File: src/rtl/nn_weight_update.sv
// Gradient-descent weight bank: integrates stochastic gradient bitstreams over a
// fixed window, then applies a shifted, saturated step to every weight at once.
module nn_weight_update #(
    parameter int          NB       = 16,
    parameter int          NN       = 3,
    parameter int          WIN_LOG2 = 8,
    parameter int          LR_SHIFT = 4,
    parameter int unsigned W_INIT   = 2 ** (NB - 1)
) (
    input  logic                CLK,
    input  logic                INIT,
    input  logic                TRAIN,
    input  logic [NN-1:0]       dalpha,
    input  logic                dbeta,
    input  logic                dsign,
    output logic [NN*NB-1:0]    alpha,
    output logic [NB-1:0]       beta,
    output logic                upd_valid,
    output logic                busy
);

    localparam int CW = WIN_LOG2 + 2;
    localparam int WW = NB + 2;
    localparam int NW = NN + 1;
    localparam logic [NB-1:0]       W_RST    = NB'(W_INIT);
    localparam logic [WIN_LOG2-1:0] WIN_LAST = '1;

    typedef enum logic [1:0] {
        IDLE  = 2'd0,
        ACCUM = 2'd1,
        APPLY = 2'd2
    } state_t;

    state_t              state_reg, state_next;
    logic [WIN_LOG2-1:0] win_reg;
    logic                upd_valid_reg;
    logic                busy_reg;
    logic [NW-1:0]       grad_bits;
    logic                count_en;
    logic                apply_en;

    assign grad_bits = {dbeta, dalpha};
    assign count_en  = (state_reg == ACCUM) && TRAIN;
    assign apply_en  = (state_reg == APPLY);

    always_comb begin
        state_next = state_reg;
        case (state_reg)
            IDLE:    if (TRAIN) state_next = ACCUM;
            ACCUM: begin
                if (!TRAIN)                   state_next = IDLE;
                else if (win_reg == WIN_LAST) state_next = APPLY;
            end
            APPLY:   state_next = TRAIN ? ACCUM : IDLE;
            default: state_next = IDLE;
        endcase
    end

    always_ff @(posedge CLK) begin
        if (INIT) begin
            state_reg     <= IDLE;
            win_reg       <= '0;
            upd_valid_reg <= 1'b0;
            busy_reg      <= 1'b0;
        end else begin
            state_reg     <= state_next;
            win_reg       <= count_en ? win_reg + WIN_LOG2'(1) : '0;
            upd_valid_reg <= apply_en;
            busy_reg      <= (state_next != IDLE);
        end
    end

    assign upd_valid = upd_valid_reg;
    assign busy      = busy_reg;

    // Lane gi < NN is alpha[gi]; the last lane is beta.
    for (genvar gi = 0; gi < NW; gi++) begin : g_lane
        logic signed [CW-1:0] cnt_reg;
        logic [NB-1:0]        w_reg;
        logic [NB-1:0]        w_next;
        logic signed [CW-1:0] step;
        logic signed [WW-1:0] step_ext;
        logic signed [WW-1:0] diff;

        assign step     = cnt_reg >>> LR_SHIFT;
        assign step_ext = {{(WW - CW){step[CW-1]}}, step};
        assign diff     = $signed({2'b00, w_reg}) - step_ext;

        // diff spans (-2^NB, 2^(NB+1)): the top bit flags underflow, the next one overflow.
        always_comb begin
            if (diff[WW-1])      w_next = '0;
            else if (diff[WW-2]) w_next = '1;
            else                 w_next = diff[NB-1:0];
        end

        always_ff @(posedge CLK) begin
            if (INIT) begin
                cnt_reg <= '0;
                w_reg   <= W_RST;
            end else begin
                if (count_en) begin
                    if (grad_bits[gi])
                        cnt_reg <= dsign ? cnt_reg - CW'(1) : cnt_reg + CW'(1);
                end else begin
                    cnt_reg <= '0;
                end
                if (apply_en)
                    w_reg <= w_next;
            end
        end

        if (gi < NN) begin : g_alpha
            assign alpha[gi*NB +: NB] = w_reg;
        end else begin : g_beta
            assign beta = w_reg;
        end
    end

endmodule
File: config.mk
export PLATFORM = sky130hd
export DESIGN_NAME = nn_weight_update
export DESIGN_NICKNAME = d
export VERILOG_FILES = /design/src/rtl/nn_weight_update.sv
export SDC_FILE = /design/constraint.sdc
export NUM_CORES = 1
export LEC_CHECK = 0
export ABC_AREA = 0
export CAP_MARGIN = 15
export CORE_MARGIN = 5
export CORE_UTILIZATION = 54
export DETAILED_ROUTE_END_ITERATION = 12
export PLACE_DENSITY_LB_ADDON = 0.12
export SETUP_SLACK_MARGIN = 0.3
export SLEW_MARGIN = 20
export SYNTH_ARGS = -nofsm -noshare
export SYNTH_HDL_FRONTEND = slang
export SYNTH_SLANG_ARGS = --single-unit
export TNS_END_PERCENT = 1
File: constraint.sdc
create_clock -name CLK -period 3.1 [get_ports CLK]
set_input_delay 0.62 -clock CLK [delete_from_list [all_inputs] [get_ports CLK]]
set_output_delay 0.62 -clock CLK [all_outputs]
set_load 0.005 [all_outputs]
==> metrics.cfg <==
[run_status]
status = finished clean

[critical_path]
cp.depth = 11
endpoint_kind = register
cp_top_family = compound AO/OA/AOI/OAI gates
critPathSlowestCell = dfxtp_4
cp_slowest_stage_delay_ns = 0.36
crit_fanout = 8
worst-r2r-setup-slack_ns = 0.29
rr_endpoint = g_lane[0].w_reg[0]$_SDFFE_PP0P_
start_kind = register
crit_chain = clkinvlp_4, buf_6, ha_4, a21o_1, or3_4, o31ai_4, mux2_4, a311oi_4, or2_1, buf_12, o21ai_2
r2r_start = g_lane[0].cnt_reg[9]$_SDFFE_PP0P_
rr_worst_depth = 11
worst-setup-path-type = register to register
arrival_ns = 3.12
worst-path-buf-inv = 3
critical_path_required_ns = 3.41

[power_and_ir_drop]
combPwrFrac_pct = 11.7
p_int_mw = 3.04
max-vdd-ir-drop_mv = 0.401
p_switching_mw = 1.05
p_leak_nw = 4.68
power_density_nw_per_um2 = 357
p_sw_share_pct = 25.7
total_power_mw = 4.08
seqPwrFrac_pct = 36.9
clockPowerShare_pct = 51.5

[cts]
cts_tree = yes
clock-sinks = 116
clockRootBuffer = clkbuf_16
clk_pin_slew_ns = 0.06
htree_levels = 4
cts_buffers = 17
clk_latency_ns = 0.43
clockBufferDepth = 2

[job]
cap_violations = 0

[routing]
postRouteAntennaNets = 0
drc = 0
drt_iter0_markers = 392
wirelength_mm = 23.3
drt_first_pass_iters = 5
via_count = 8729
wl_per_cell_um = 15.5
via_per_inst = 5.80

[logic_synthesis]
syn_area_per_cell_sq_um = 7.96
synthFlopType = dfxtp_1
yosysWarnings = 0
synth_edf_count = 0
synth_top_area_share_pct = 25.5
seq_area_frac_synth_pct = 25.5
synthCells = 1145
synth_top_cell_by_area = dfxtp_1
synth_area_sq_um = 9110
yosysUniqueCellTypes = 75
synth_area_leaders = dfxtp_1 25%, ha_1 14%, a21oi_1 4.9%
ys_ff_latch = 116
syn_nets = 1262
ys_async_sr_fraction_pct = 0

[timing]
fmax_mhz = 356
setup_tns_ns = 0
period_share_pct = 90.5
timing.hold.ws_ns = 0.452
finClkSkew_ns = 0.00707
rsz0062_at_grt = yes
slew_violations = 0
relSlewSlack_pct = 55.1
tightest_slew_ns = 0.671
setup_viol = 0
hold_viol = 0
period_minus_slack_ns = 2.81

[final_layout]
area_delta_synth_final_pct = 25.4
seqCellArea_sq_um = 2330
final_common_cell = dfxtp_1
final_cell_mix = 115 x dfxtp_1, 107 x nor2_1, 96 x ha_1, 95 x nand2_1, 85 x a21oi_1
fill_cells = 1418
largest_reg_flops = 48
multi_input_area_sq_um = 6650
num_antenna_cells = 0
drive_gt1_share_pct = 15.1
nNetsFinal = 1389

[global_route]
antenna_found_initial = 0
overflow = 0
grt_pass1_vias = 7960
grt_util_all_layers_pct = 22.8
grt_max_degree = 43
grt_pass1_wl_mm = 37.9

[die]
ioPinCount = 74
num_rows = 47
core_area_sq_um = 16600
die_w_um = 140
die_area_sq_um = 19600
die_y_um = 140
start_util_pct = 54.9

[placement]
dp_hpwl_mm = 15.9
place_congestion = 0.910
port_buffers = 73

[hold_path]
hold_depth = 1
hold_path_class = register to register
min_from = win_reg[0]$_SDFF_PP0_
hold-path-endpoint = win_reg[0]$_SDFF_PP0_

## area by class of cell
cell class	count	area share, %
clock buffer	18	3.94
tap	220	2.41
timing repair buffer	143	11.3
multi-input combinational	927	58.2
sequential	116	20.4
inverter	67	2.27
clock inverter	14	1.54
## cell usage after synthesis, types with 13 or more instances
cell type	number
o21a_1	18
o31ai_1	13
a21oi_1	89
nand3_1	37
mux2i_1	17
inv_1	65
nor3_1	40
nor2b_1	22
dfxtp_1	116
nor2_1	108
nand2_1	95
nor3b_1	14
clkbuf_1	22
nand2b_1	15
o21ai_0	63
or3_1	17
xnor2_1	46
a21o_1	25
ha_1	101
xor2_1	18
and3_1	15
o21ai_1	19
## through the flow
stage	std cells	worst slack (ns)	instance area, sq um	util, %
final	1505	0.294	11400	68.9
after global routing	1505	0.165	11400	68.9
after CTS	1493	0.269	11200	67.4
after detailed placement	1450	0.0721	10400	62.5
after global placement	1450	0.119	10400	62.5
after floorplan	1145	0.161	9170	-
## how the worst max path moves through the flow
| stage | slack (ns) | startpoint | to |
|---|---|---|---|
| final | 0.29 | g_lane[0].cnt_reg[9]$_SDFFE_PP0P_ | g_lane[0].w_reg[0]$_SDFFE_PP0P_ |
| after global routing | 0.17 | g_lane[3].cnt_reg[7]$_SDFFE_PP0P_ | beta[7]$_SDFFE_PP0P_ |
| after CTS | 0.27 | g_lane[0].w_reg[0]$_SDFFE_PP0P_ | g_lane[0].w_reg[6]$_SDFFE_PP0P_ |
| after detailed placement | 0.07 | g_lane[0].cnt_reg[9]$_SDFFE_PP0P_ | g_lane[0].w_reg[6]$_SDFFE_PP0P_ |
| after global placement | 0.12 | g_lane[0].cnt_reg[9]$_SDFFE_PP0P_ | g_lane[0].w_reg[3]$_SDFFE_PP0P_ |
| after floorplan | 0.16 | g_lane[0].cnt_reg[9]$_SDFFE_PP0P_ | g_lane[0].w_reg[0]$_SDFFE_PP0P_ |
## per-layer routing
metal | track usage, % | wire, um
met1 | 29.7 | 10700
met2 | 38.1 | 11000
met3 | 4.43 | 1080
met4 | 7.60 | 476
met5 | 0 | 0
## cell families (layout without fill, tap and decap cells)
| group | Yosys count | after routing | share of synthesized area, % |
|---|---|---|---|
| DFF | 116 | 116 | 25.5 |
| and+or+nand+nor | 396 | 396 | 21.0 |
| muxes | 21 | 21 | 2.40 |
| buffers and inverters | 103 | 242 | 4.67 |
| adders and majority gates | 109 | 109 | 15.6 |
| xor gates and xnor gates | 64 | 64 | 6.15 |
| AOI/OAI and AO/OA | 336 | 337 | 24.6 |
## power groups by stage
stage | Combinational, mW | Clock (mW) | Sequential, mW
6_report | 0.477 | 2.10 | 1.51
5_1_grt | 0.525 | 2.20 | 1.51
4_1_cts | 0.450 | 2.14 | 1.50
3_5_place_dp | 0.436 | 0 | 1.54
3_3_place_gp | 0.430 | 0 | 1.54
2_1_floorplan | 0.333 | 0 | 1.54
## worst register-to-register path, cell delays in order (launching register included)
cell	delay (ns)
dfxtp_4	0.36
clkinvlp_4	0.15
buf_6	0.17
ha_4	0.22
a21o_1	0.20
or3_4	0.35
o31ai_4	0.28
mux2_4	0.34
a311oi_4	0.24
or2_1	0.19
buf_12	0.14
o21ai_2	0.05
## repair_timing
item                                    4_1_cts  5_1_grt
pin swaps                                    13       19
endpoints found under the setup margin       46       64
hold buffers                                  0        0
gates cloned                                  1        1
setup buffers                                10       11
resized for setup                            18       37
(Power assumes the default switching activity.)
